==> config.mk <==
export PLATFORM = sky130hd
export DESIGN_NAME = u_jump_ras
export DESIGN_NICKNAME = d
export VERILOG_FILES = /design/src/rtl/mips_pkg.sv /design/src/rtl/ras_stack.sv /design/src/rtl/u_jump_ras.sv
export SDC_FILE = /design/constraint.sdc
export NUM_CORES = 1
export LEC_CHECK = 0
export CAP_MARGIN = 20
export CORE_UTILIZATION = 45
export CTS_CLUSTER_DIAMETER = 120
export CTS_CLUSTER_SIZE = 14
export DETAILED_ROUTE_END_ITERATION = 7
export HOLD_SLACK_MARGIN = 0.08
export PLACE_DENSITY = 0.65
export SYNTH_ARGS = -nofsm -noshare
export SYNTH_HDL_FRONTEND = slang
export SYNTH_HIERARCHICAL = 1
export SYNTH_SLANG_ARGS = --single-unit
==> constraint.sdc <==
create_clock -name i_clk -period 13.45 [get_ports i_clk]
set_input_delay 2.69 -clock i_clk [delete_from_list [all_inputs] [get_ports i_clk]]
set_output_delay 2.69 -clock i_clk [all_outputs]
set_load 0.05 [all_outputs]
==> src/rtl/mips_pkg.sv <==
// Shared MIPS decode constants and the jump-decode flag bundle.
package mips_pkg;

    localparam int unsigned OP_W           = 6;
    localparam int unsigned REG_IDX_W      = 5;
    localparam int unsigned RA_REG_DEFAULT = 31;

    localparam logic [OP_W-1:0] OP_SPECIAL = 6'b000000;
    localparam logic [OP_W-1:0] OP_J       = 6'b000010;
    localparam logic [OP_W-1:0] OP_JAL     = 6'b000011;
    localparam logic [OP_W-1:0] FUNCT_JR   = 6'b001000;
    localparam logic [OP_W-1:0] FUNCT_JALR = 6'b001001;

    // Control flags produced by the jump decoder
    typedef struct packed {
        logic jump;
        logic ret;
        logic rd_sel;
        logic use_reg;
        logic push;
        logic pop;
    } jmp_dec_t;

endpackage

==> src/rtl/ras_stack.sv <==
// Circular return-address stack: overwrite-on-full push, ignored pop-on-empty,
// pop+push replaces the top entry.
module ras_stack #(
    parameter int unsigned DEPTH = 8,
    parameter int unsigned WIDTH = 32
) (
    input  logic             i_clk,
    input  logic             i_reset,
    input  logic             i_push,
    input  logic             i_pop,
    input  logic [WIDTH-1:0] i_push_data,
    output logic [WIDTH-1:0] o_top_c,
    output logic             o_full,
    output logic             o_empty
);

    localparam int unsigned PTR_W = (DEPTH > 1) ? $clog2(DEPTH) : 1;
    localparam int unsigned CNT_W = $clog2(DEPTH + 1);

    logic [WIDTH-1:0] mem_q [DEPTH];
    logic [PTR_W-1:0] sp_q, sp_d;
    logic [PTR_W-1:0] top_idx_c, wr_idx_c;
    logic [CNT_W-1:0] cnt_q, cnt_d;
    logic             full_q, full_d;
    logic             empty_q, empty_d;
    logic             wr_en_c;
    logic             do_pop_c;

    // sp points at the next free slot; when full that slot is the oldest entry
    always_comb begin
        top_idx_c = sp_q - PTR_W'(1);
        do_pop_c  = i_pop && (cnt_q != '0);
        sp_d      = sp_q;
        cnt_d     = cnt_q;
        wr_en_c   = 1'b0;
        wr_idx_c  = sp_q;
        if (do_pop_c && i_push) begin
            wr_en_c  = 1'b1;
            wr_idx_c = top_idx_c;
        end else if (do_pop_c) begin
            sp_d  = top_idx_c;
            cnt_d = cnt_q - CNT_W'(1);
        end else if (i_push) begin
            wr_en_c = 1'b1;
            sp_d    = sp_q + PTR_W'(1);
            if (cnt_q != CNT_W'(DEPTH)) begin
                cnt_d = cnt_q + CNT_W'(1);
            end
        end
        full_d  = (cnt_d == CNT_W'(DEPTH));
        empty_d = (cnt_d == '0);
    end

    always_ff @(posedge i_clk) begin
        if (i_reset) begin
            sp_q    <= '0;
            cnt_q   <= '0;
            full_q  <= 1'b0;
            empty_q <= 1'b1;
        end else begin
            sp_q    <= sp_d;
            cnt_q   <= cnt_d;
            full_q  <= full_d;
            empty_q <= empty_d;
        end
    end

    // Entries need no reset: an empty stack never exposes them
    always_ff @(posedge i_clk) begin
        if (wr_en_c) begin
            mem_q[wr_idx_c] <= i_push_data;
        end
    end

    assign o_top_c = mem_q[top_idx_c];
    assign o_full  = full_q;
    assign o_empty = empty_q;

endmodule

==> src/rtl/u_jump_ras.sv <==
// ID-stage jump resolution (J/JAL/JR/JALR) with registered outputs and a
// return-address stack predicting JR $31 targets.
module u_jump_ras
    import mips_pkg::*;
#(
    parameter int unsigned DATA_WIDTH = 32,
    parameter int unsigned SIZEOP     = 6,
    parameter int unsigned RAS_DEPTH  = 8,
    parameter int unsigned RA_REG     = RA_REG_DEFAULT,
    parameter int unsigned ABS_TARGET = 0
) (
    input  logic                  i_clk,
    input  logic                  i_reset,
    input  logic                  i_valid,
    input  logic                  i_stall,
    input  logic                  i_flush,
    input  logic [DATA_WIDTH-1:0] i_currentpc,
    input  logic [DATA_WIDTH-1:0] i_instruccion,
    input  logic [DATA_WIDTH-1:0] i_regA,
    output logic                  o_valid,
    output logic                  o_jump,
    output logic [DATA_WIDTH-1:0] o_pcjump,
    output logic [DATA_WIDTH-1:0] o_return_address,
    output logic                  o_rd_selector,
    output logic                  o_return,
    output logic [DATA_WIDTH-1:0] o_ras_pred,
    output logic                  o_ras_hit,
    output logic                  o_ras_full,
    output logic                  o_ras_empty
);

    logic [SIZEOP-1:0]     op_c, funct_c;
    logic [REG_IDX_W-1:0]  rs_c, rd_c;
    logic [DATA_WIDTH-1:0] ret_addr_c, rel_target_c, abs_target_c, target_c;
    logic [DATA_WIDTH-1:0] ras_top_c;
    logic                  ras_empty_c;
    logic                  accept_c, push_c, pop_c, pop_live_c;
    logic                  unused_c;
    jmp_dec_t              dec_c;

    logic                  valid_q, valid_d;
    logic                  jump_q, jump_d;
    logic [DATA_WIDTH-1:0] pcjump_q, pcjump_d;
    logic [DATA_WIDTH-1:0] ret_addr_q, ret_addr_d;
    logic                  rd_sel_q, rd_sel_d;
    logic                  ret_q, ret_d;
    logic [DATA_WIDTH-1:0] pred_q, pred_d;
    logic                  hit_q, hit_d;

    assign unused_c = ^{i_instruccion[20:16], i_instruccion[10:6]};

    // Instruction decode and target arithmetic (all modulo 2^DATA_WIDTH)
    always_comb begin
        op_c         = i_instruccion[DATA_WIDTH-1 -: SIZEOP];
        funct_c      = i_instruccion[SIZEOP-1:0];
        rs_c         = i_instruccion[25:21];
        rd_c         = i_instruccion[15:11];
        ret_addr_c   = i_currentpc + DATA_WIDTH'(1);
        rel_target_c = i_currentpc + DATA_WIDTH'(i_instruccion[25:0]);
        abs_target_c = {i_currentpc[DATA_WIDTH-1:26], i_instruccion[25:0]};
        dec_c        = '0;
        if (op_c == SIZEOP'(OP_J)) begin
            dec_c.jump = 1'b1;
        end else if (op_c == SIZEOP'(OP_JAL)) begin
            dec_c.jump   = 1'b1;
            dec_c.ret    = 1'b1;
            dec_c.rd_sel = 1'b1;
            dec_c.push   = 1'b1;
        end else if (op_c == SIZEOP'(OP_SPECIAL) && funct_c == SIZEOP'(FUNCT_JR)) begin
            dec_c.jump    = 1'b1;
            dec_c.use_reg = 1'b1;
            dec_c.pop     = (rs_c == REG_IDX_W'(RA_REG));
        end else if (op_c == SIZEOP'(OP_SPECIAL) && funct_c == SIZEOP'(FUNCT_JALR)) begin
            dec_c.jump    = 1'b1;
            dec_c.ret     = 1'b1;
            dec_c.use_reg = 1'b1;
            dec_c.pop     = (rs_c == REG_IDX_W'(RA_REG));
            dec_c.push    = (rd_c == REG_IDX_W'(RA_REG));
        end
        if (dec_c.use_reg) begin
            target_c = i_regA;
        end else if (ABS_TARGET != 0) begin
            target_c = abs_target_c;
        end else begin
            target_c = rel_target_c;
        end
    end

    assign accept_c   = i_valid && !i_stall && !i_flush;
    assign push_c     = accept_c && dec_c.push;
    assign pop_c      = accept_c && dec_c.pop;
    assign pop_live_c = dec_c.pop && !ras_empty_c;

    ras_stack #(
        .DEPTH (RAS_DEPTH),
        .WIDTH (DATA_WIDTH)
    ) u_ras_stack (
        .i_clk       (i_clk),
        .i_reset     (i_reset),
        .i_push      (push_c),
        .i_pop       (pop_c),
        .i_push_data (ret_addr_c),
        .o_top_c     (ras_top_c),
        .o_full      (o_ras_full),
        .o_empty     (ras_empty_c)
    );

    // Output register next-state: flush beats stall, stall holds everything
    always_comb begin
        valid_d    = valid_q;
        jump_d     = jump_q;
        pcjump_d   = pcjump_q;
        ret_addr_d = ret_addr_q;
        rd_sel_d   = rd_sel_q;
        ret_d      = ret_q;
        pred_d     = pred_q;
        hit_d      = hit_q;
        if (i_flush || !i_stall) begin
            valid_d    = accept_c;
            pcjump_d   = target_c;
            ret_addr_d = ret_addr_c;
            jump_d     = accept_c && dec_c.jump;
            rd_sel_d   = accept_c && dec_c.rd_sel;
            ret_d      = accept_c && dec_c.ret;
            pred_d     = (accept_c && pop_live_c) ? ras_top_c : '0;
            hit_d      = accept_c && pop_live_c && (ras_top_c == target_c);
        end
    end

    always_ff @(posedge i_clk) begin
        if (i_reset) begin
            valid_q    <= 1'b0;
            jump_q     <= 1'b0;
            pcjump_q   <= '0;
            ret_addr_q <= '0;
            rd_sel_q   <= 1'b0;
            ret_q      <= 1'b0;
            pred_q     <= '0;
            hit_q      <= 1'b0;
        end else begin
            valid_q    <= valid_d;
            jump_q     <= jump_d;
            pcjump_q   <= pcjump_d;
            ret_addr_q <= ret_addr_d;
            rd_sel_q   <= rd_sel_d;
            ret_q      <= ret_d;
            pred_q     <= pred_d;
            hit_q      <= hit_d;
        end
    end

    assign o_valid          = valid_q;
    assign o_jump           = jump_q;
    assign o_pcjump         = pcjump_q;
    assign o_return_address = ret_addr_q;
    assign o_rd_selector    = rd_sel_q;
    assign o_return         = ret_q;
    assign o_ras_pred       = pred_q;
    assign o_ras_hit        = hit_q;
    assign o_ras_empty      = ras_empty_c;

endmodule
## Word-level counts from Yosys, hierarchy flattened

Memory sizes are Yosys's and may differ from the RTL's.
Index checks and enable logic that the tools add are counted.

- Output and inout port bits: 103
- Bits in registers: 110
- Bits in writable memories: 256
- Memories kept: 1
- Bits of input ports: 101
- Logic and storage cells: 80

Memories:

| name | depth | bits a word | read ports | clocked after Yosys merged registers in | wr ports | line | text |
|---|---|---|---|---|---|---|---|
| u_ras_stack.mem_q | 8 | 32 | 1 | 0 | 1 | ras_stack.sv:20 | `logic [WIDTH-1:0] mem_q [DEPTH];` |

- Mux-type cells: 28
- $add $sub $neg: 6
- Reduce and logical (&&, ||, !) cells: 23
- Bitwise gates (word level): 1
- Eq/ne operators: 9

Operators with widths:

| operator | number |
|---|---|
| 32-bit 2-to-1 mux | 2 |
| 32-bit by 1-bit adder with 32-bit output, second input constant | 1 |
| 32-bit by 26-bit adder with 32-bit output | 1 |
| 32-bit equality test | 1 |
| 4-bit 2-to-1 mux | 4 |
| 1-bit 2-to-1 mux | 15 |
| 1-bit logical AND | 14 |
| 6-bit by 2-bit equality test with 1-bit output, second input constant | 2 |
| 6-bit by 4-bit equality test with 1-bit output, second input constant | 2 |
| 3-bit 2-to-1 mux | 4 |
| 5-bit equality test, second input constant | 2 |
| 6-bit logical NOT | 1 |
| 5-bit 2-to-1 mux | 1 |
| 4-bit by 1-bit adder with 4-bit output, second input constant | 1 |
| 4-bit equality test, second input constant | 1 |
| 4-bit logical NOT | 1 |
| 2-bit 2-to-1 mux | 2 |
| 4-bit != test, second input constant | 1 |
| 4-bit nonzero test | 1 |
| 4-bit by 1-bit subtractor with 4-bit output, second input constant | 1 |
| 3-bit by 1-bit adder with 3-bit output, second input constant | 1 |
| 1-bit logical NOT | 3 |
| 3-bit by 1-bit subtractor with 3-bit output, second input constant | 1 |
| 2-bit AND reduction | 1 |
| 3 further kinds | 3 |

## Depth between registers and ports, before layout

Gate-level depths: netlist of run 1.

- Word-level depth: 12
- Mapped depth: 18
- Gate-level depth less buffers: 14

## By module

The synthesis of run 1 kept the hierarchy.

Modules (own cells, without submodules):

| module | times used | area each (µm²) | cells an instance | sequential area each (µm²) |
|---|---|---|---|---|
| ras_stack | 1 | 10363.7 | 475 | 7867.5 |
| u_jump_ras | 1 | 6831.6 | 894 | 2021.9 |

## Worst setup path after synthesis of run 1

No wires, ideal clock.

- Path kind: input -> register
- Start: input port i_instruccion[29]
- End: memory u_ras_stack.mem_q[2][0], enable pin
- Setup time: 421 ps
- Path slack: 6494 ps
- Buffers on the path: 4
- Data required time: 13029 ps
- Arrival time: 6535 ps
- Stages on the path: 13
- Cells stage by stage: nor4_4 > and3_1 > buf_6 > buf_6 > clkbuf_1 > buf_1 > a31oi_1 > nor2_1 > nand2_1 > nor3_1 > a22oi_1 > o22a_1 > nor2_1

- Word-level cells in the longest chain between the ends: 12
- Elaborated cells on any way between the ends: 21
- Those cells by class: 2 x eq/ne; 12 x mux; 7 x reduce/logical

RTL lines:

| element | line | text |
|---|---|---|
| start: declaration | u_jump_ras.sv:18 | `input logic [DATA_WIDTH-1:0] i_instruccion,` |
| 6-bit logical NOT | u_jump_ras.sv:69, u_jump_ras.sv:73 |  |
| 1-bit logical AND | u_jump_ras.sv:73 | `end else if (op_c == SIZEOP'(OP_SPECIAL) && funct_c == SIZEOP'(FUNCT_JALR)) begin` |
| 3-bit 2-to-1 mux | u_jump_ras.sv:73 |  |
| 1-bit 2-to-1 mux | u_jump_ras.sv:69 | `end else if (op_c == SIZEOP'(OP_SPECIAL) && funct_c == SIZEOP'(FUNCT_JR)) begin` |
| 1-bit 2-to-1 mux | u_jump_ras.sv:64 | `end else if (op_c == SIZEOP'(OP_JAL)) begin` |
| 5-bit 2-to-1 mux (*) | u_jump_ras.sv:62 | `if (op_c == SIZEOP'(OP_J)) begin` |
| 1-bit logical AND (*) | u_jump_ras.sv:90 | `assign push_c = accept_c && dec_c.push;` |
| net push_c | u_jump_ras.sv:37 | `logic accept_c, push_c, pop_c, pop_live_c;` |
| 1-bit 2-to-1 mux | ras_stack.sv:43 | `end else if (i_push) begin` |
| 1-bit 2-to-1 mux | ras_stack.sv:40 | `end else if (do_pop_c) begin` |
| 1-bit 2-to-1 mux | ras_stack.sv:37 | `if (do_pop_c && i_push) begin` |
| 1-bit 2-to-1 mux | ras_stack.sv:70 | `if (wr_en_c) begin` |
| 1-bit 2-to-1 mux (not written as such) | ras_stack.sv:71 | `mem_q[wr_idx_c] <= i_push_data;` |
| end: declaration | ras_stack.sv:20 |  |

The timed path passes the listed nets; every way through them passes the cells marked *.

## Worst setup path after layout of run 1

- Start: input port i_instruccion[29]
- End: memory u_ras_stack.mem_q[5][8], enable pin

The elaborated chain is that of the path after synthesis.

==> results of run 1 <==
-- stage by stage --
step	total power (uW)	setup WS [ns]	instances	utilization	hold slack (ns)
floorplan	1470	6.49	1369	-	0.494
global placement	1590	6.89	2021	0.522	0.444
detailed placement	1590	6.80	2021	0.522	0.451
CTS	2400	7.38	2076	0.545	0.462
global route	2460	7.06	2076	0.545	0.493
finish	2390	7.35	2076	0.545	0.462
-- Yosys cell counts (35+ instances only) --
master	count	area [sq um]
a22oi_1	35	263
nor2_1	173	649
dfxtp_1	110	2200
mux4_2	64	1440
nor3_1	48	240
clkbuf_1	46	173
xnor2_1	48	420
nand2_1	89	334
a21oi_1	48	240
edfxtp_1	256	7690
-- metal layers --
| layer | GRT usage | share of wire | up-vias | routed length, um |
|---|---|---|---|---|
| met5 | 0 | 0 | - | 0 |
| li1 | - | - | 5536 | - |
| met2 | 0.401 | 0.48 | 433 | 23000 |
| met3 | 0.0278 | 0.061 | 70 | 2910 |
| met1 | 0.347 | 0.43 | 6047 | 20900 |
| met4 | 0.0617 | 0.026 | 0 | 1270 |
-- worst max path at each step --
stage / start / to / slack (ns)
floorplan: i_instruccion[29] / u_ras_stack/mem_q[2][0] / 6.49
global placement: i_instruccion[27] / u_ras_stack/mem_q[5][24] / 6.89
detailed placement: i_instruccion[29] / u_ras_stack/mem_q[2][24] / 6.80
CTS: i_instruccion[29] / u_ras_stack/mem_q[2][25] / 7.38
global route: i_instruccion[29] / u_ras_stack/mem_q[7][13] / 7.06
finish: i_instruccion[29] / u_ras_stack/mem_q[5][8] / 7.35
-- layout make-up --
type                    instances  area [sq um]
fillers                      3200         17100
flip-flops and latches        366          9890
multi-input cells             902          6890
repair buffers                221          2160
clock buffers                  53           837
well taps                     511           639
inverters                      21          78.8
clock inverters                 2          32.5
-- cells by family after synthesis --
group | after synthesis | share of synthesized area
simple gates | 449 | 0.127
flops | 366 | 0.575
compound gates | 231 | 0.0930
mux | 110 | 0.113
buf+inv | 101 | 0.0270
xor+xnor | 79 | 0.0402
fa+ha+maj | 33 | 0.0244
-- flip-flops by register name (all words and copies together) (netlist names) --
signal,count
o_ras_pred,32
u_ras_stack/mem_q,256
o_jump,1
u_ras_stack/o_full,1
o_return_address,32
o_valid,1
o_return,1
o_pcjump,32
u_ras_stack/o_empty,1
u_ras_stack/sp_q,3
o_ras_hit,1
u_ras_stack/cnt_q,4
o_rd_selector,1
-- worst register-to-register path: cells and delay by family, from the launching register on --
family          cells  cell delay (ns)
compound gates      4             1.24
simple gates        5             1.08
mux                 2             0.82
buf+inv             2             0.81
fa+ha+maj           1             0.80
flops               1             0.74
xor+xnor            1             0.38
-- power breakdown --
part           total (uW)  internal, uW  leakage, uW  switching, uW
logic                 336           123      0.00334            212
clock network         815           421     0.000411            394
registers            1240          1220      0.00320           12.5
total                2390          1770      0.00696            619
==> results.ini, run 1 <==
[run_status]
status = complete, no violations

[routing]
drcViolationCount = 0
dr.first_iter.drc_count = 1072
vias = 12100
ant_nets = 0
routed_via_density = 5.82
wl_per_cell_um = 23.1
dr.pass1.iters = 6
drt_wl_total_um = 48000

[floorplanning]
die_x_um = 197
io_pins = 204
core_area_sq_um = 37700
die_y_um = 197
start_util = 0.457
rows = 71
die-area_sq_um = 39000

[clocking]
numCtsBuffers = 30
hold_buffers = 0
post_cts_resized = 0
clk_pin_slew_worst_paths_ns = 0.07
post-cts-setup-buffer-count = 0
cts_buffer_depth = 3
cts_tree = built
cts_root_buf = clkbuf_16
clk_latency_ns = 0.57
numClockSinks = 366
htreeDepth = 1

[worst_setup_path]
cp.depth = 11
r2r_end = o_ras_hit
regToRegSetupSlack_ns = 7.53
crit_path_end_kind = flop
start_kind = input pin
path_delay_family = simple AND/OR/NAND/NOR gates
cp_max_fo = 32
cp.required_ns = 13.64
regToRegStartpoint = u_ras_stack/sp_q[0]
reg2regPathDepth = 15
path_buf_inv = 2
cpMaxStageDelayCell = nor2_1
cpPeakStageDelay_ns = 0.79
worstPathCellList = clkdlybuf4s50_1 > nor4_4 > and3_1 > a31oi_1 > nor2_1 > nand2_1 > nor3_1 > a22o_1 > o2bb2ai_1 > and2_1 > buf_4
worstSetupPathType = in -> reg
worstPathArrival_ns = 6.29

[worst_hold_path]
holdPathEnd = o_pcjump[5]
hold_path_depth = 2
hold_path.startpoint = o_pcjump[5]
worst_hold_path_type = reg -> reg

[timing]
final-hold-violation-count = 0
final.setup.tns_ns = 0
tightestPinTransition_ns = 1.05
maxSlewHeadroom = 0.293
fin_crit_sh = 0.454
fmax_mhz = 164
drv_slew = 0
min_period_ns = 6.10
rsz0062_at_grt = false
final.setup_skew_ns = 0.0231
setup_viol = 0

[yosys]
avgSynthCellArea_sq_um = 12.6
synth_nets = 1503
synth_seq_cells = 366
synth_edf_count = 256
yosys_warnings = 6
ys.flop_type = edfxtp_1
async_reset_ff_frac = 0
ys_types = 81
seq_area_frac_synth = 0.575
synth_cells = 1369
syn_area_sq_um = 17200

[final_layout]
antenna_cells = 0
nets = 1676
final_cell_mix = 256 x edfxtp_1, 202 x clkdlybuf4s50_1, 169 x nor2_1, 109 x dfxtp_1, 89 x nand2_1
final_layout_size_suffix_gt1_frac = 0.115
postLayoutCellArea_sq_um = 20500
synthToLayoutAreaGrowth_pct = 19.4
layout_commonest_cell = edfxtp_1

[global_routing]
gr-total-overflow = 0
grt_pass1_vias = 11400
grt_pass1_wl_um = 71000
antenna_found_initial = 0
track_usage = 0.245
grt_start_max_net_pins = 75

[pwr]
leakage_uw = 0.00696
peakVddDrop_v = 0.000106
powerDensity_nw_per_um2 = 116

[run]
drv_cap = 0

[placement]
dp_hpwl_um = 32800
dpl_cell_area_sq_um = 19700
gp_congestion = 0.920
numPortBuffers = 203

Note: power is estimated with default switching activity, not from simulation.
==> inputs of run 2 (changes only) <==
==> constraint.sdc (replaced) <==
create_clock -name i_clk -period 6.35 [get_ports i_clk]
set_input_delay 1.27 -clock i_clk [delete_from_list [all_inputs] [get_ports i_clk]]
set_output_delay 1.27 -clock i_clk [all_outputs]
set_load 0.05 [all_outputs]
==> run 2 against run 1 <==
Count of clock-buffer cells in the layout decreased by 1. Die area is the same. Critical endpoint is now o_ras_hit. Highest routed layer is now met5. Largest power group unchanged. Sequential cell count stayed put. Global-route usage shrank 0.095 points. Setup slack lost 6.3 ns. First-iteration DRC count is 17% lower. Hold slack worse by 0.0086 ns. Routed wire length fell by 0.76%. Sequential power rose by 110%. Sequential share of layout area down 0.18 points.
==> results.ini, run 2 (synthesis gave the netlist of run 1 again) <==
[pwr]
peakVddDrop_v = 0.000208  ; was 0.000106 V
leakage_uw = 0.00700  ; was 0.00696 uW
powerDensity_nw_per_um2 = 244  ; was 116 nW/um^2

[clocking]
hold_buffers = 0  ; unchanged
clk_latency_ns = 0.57  ; about the same
clk_pin_slew_worst_paths_ns = 0.07  ; about the same
post_cts_resized = 0  ; unchanged
htreeDepth = 1  ; unchanged
cts_root_buf = clkbuf_16  ; unchanged
numClockSinks = 366  ; unchanged
post-cts-setup-buffer-count = 0  ; unchanged
numCtsBuffers = 30  ; unchanged
cts_tree = built  ; unchanged
cts_buffer_depth = 3  ; unchanged

[global_routing]
grt_start_max_net_pins = 75  ; unchanged
grt_pass1_wl_um = 70800  ; was 71000 um
antenna_found_initial = 1  ; was 0
track_usage = 0.244  ; was 0.245
grt_pass1_vias = 11500  ; was 11400
gr-total-overflow = 0  ; unchanged

[worst_setup_path]
cp.required_ns = 6.86  ; was 13.64 ns
regToRegSetupSlack_ns = 1.0  ; was 7.53 ns
cpPeakStageDelay_ns = 0.81  ; was 0.79 ns
path_delay_family = simple AND/OR/NAND/NOR gates  ; unchanged
worstPathCellList = inv_1 > ha_2 > buf_12 > mux4_2 > mux2_2 > xnor2_1 > nand4_1 > a2111oi_0 > buf_4 > o211ai_1 > a211oi_1 > nand4_1 > nor4_2 > nor4b_2 > nand4_1 > o21ai_1  ; was clkdlybuf4s50_1 > nor4_4 > and3_1 > a31oi_1 > nor2_1 > nand2_1 > nor3_1 > a22o_1 > o2bb2ai_1 > and2_1 > buf_4
cp_common_cell = nand4_1
cp_max_fo = 44  ; was 32
worstSetupPathType = reg -> reg  ; was in -> reg
cpMaxStageDelayCell = ha_2  ; was nor2_1
path_buf_inv = 3  ; was 2
worstPathArrival_ns = 5.86  ; was 6.29 ns
crit_path_end_kind = flop  ; unchanged
start_kind = flop  ; was input pin

[final_layout]
final.fill_count = 3279  ; was 3200
antenna_cells = 0  ; unchanged
final_layout_size_suffix_gt1_frac = 0.119  ; was 0.115
synthToLayoutAreaGrowth_pct = 19.9  ; was 19.4%
largest-register = u_ras_stack/mem_q  ; unchanged
nets = 1682  ; was 1676
largest_register_ffs = 256  ; unchanged
layout_commonest_cell = edfxtp_1  ; unchanged
fin_cells = 2082  ; was 2076
final_cell_mix = 256 x edfxtp_1, 202 x clkdlybuf4s50_1, 169 x nor2_1, 109 x dfxtp_1, 89 x nand2_1  ; unchanged

[timing]
rsz0062_at_grt = false  ; unchanged
setup_viol = 0  ; unchanged
fmax_mhz = 187
final.setup_skew_ns = 0.0187  ; was 0.0231 ns
drv_slew = 0  ; unchanged
tightestPinTransition_ns = 0.992  ; was 1.05 ns
fin_crit_sh = 0.843
min_period_ns = 5.35
whs_ns = 0.453  ; was 0.462 ns
final-hold-violation-count = 0  ; unchanged
final.setup.tns_ns = 0  ; unchanged
maxSlewHeadroom = 0.334  ; was 0.293

[placement]
gp_congestion = 0.919  ; was 0.920
dp_hpwl_um = 33200  ; was 32800 um
dp.cells = 2027  ; was 2021
numPortBuffers = 203  ; unchanged

[routing]
drcViolationCount = 0  ; unchanged
dr.first_iter.drc_count = 893  ; was 1072
vias = 12100  ; about the same
dr.pass1.iters = 5  ; was 6
routed_via_density = 5.79  ; was 5.82
wl_per_cell_um = 22.9  ; was 23.1 um
drt_wl_total_um = 47700  ; was 48000 um
ant_nets = 0  ; unchanged

[floorplanning]
die_x_um = 197  ; unchanged
rows = 71  ; unchanged
io_pins = 204  ; unchanged
core_area_sq_um = 37700  ; unchanged
die_y_um = 197  ; unchanged
start_util = 0.457  ; unchanged
die-area_sq_um = 39000  ; unchanged

[run_status]
status = complete, no violations  ; unchanged

[worst_hold_path]
worst_hold_path_type = reg -> reg  ; unchanged

[run]
drv_cap = 0  ; unchanged

## run 2: cell count changes in the layout (fill, tap and decap cells not counted)
cell | before | now
clkinv_8 | 2 | 1
clkbuf_1 | 23 | 22
buf_4 | 19 | 22
buf_12 | 0 | 3
inv_8 | 0 | 1
clkinv_2 | 0 | 1
## run 2: stage by stage
step	setup slack, ns	instance area [sq um]	util	total power (uW)
6_report	0.998	20600	0.547	5040
5_1_grt	0.676	20600	0.547	5220
4_1_cts	1.04	20600	0.547	5070
3_5_place_dp	1.06	19700	0.524	3370
3_3_place_gp	1.06	19700	0.524	3370
2_1_floorplan	0.814	17200	-	3110
## run 2: worst register-to-register path, stage by stage (launching register included)
cell and delay (ns):
dfxtp_4 0.67, inv_1 0.13, ha_2 0.81, buf_12 0.37, mux4_2 0.37, mux2_2 0.30
xnor2_1 0.35, nand4_1 0.31, a2111oi_0 0.46, buf_4 0.18, o211ai_1 0.12, a211oi_1 0.26
nand4_1 0.18, nor4_2 0.15, nor4b_2 0.37, nand4_1 0.15, o21ai_1 0.13
## run 2: final cells by class
class | count | area, sq um | area share
Tap cell | 511 | 639 | 0.0310
Multi-Input combinational cell | 902 | 6890 | 0.334
Clock inverter | 3 | 32.5 | 0.00158
Clock buffer | 52 | 833 | 0.0404
Timing Repair Buffer | 227 | 2250 | 0.109
Inverter | 21 | 78.8 | 0.00382
Sequential cell | 366 | 9890 | 0.480
## run 2: power breakdown
group | internal, uW | switching [uW]
clock | 891 | 821
combinational | 262 | 449
sequential | 2590 | 25.0
## run 2: worst paths after layout
kind	startpoint	to	cells past startpoint
setup reg to reg	u_ras_stack/sp_q[0]	o_ras_hit	16
hold reg to reg	o_pcjump[5]	o_pcjump[5]	2
setup / recovery	u_ras_stack/sp_q[0]	o_ras_hit	16
hold / removal	o_pcjump[5]	o_pcjump[5]	2
## run 2: routing by layer
metal,wire length [um],up-vias,GRT usage
li1,-,5534,-
met1,20400,6005,0.330
met2,22500,414,0.397
met3,2830,99,0.0365
met4,1900,2,0.0907
met5,7,-,0
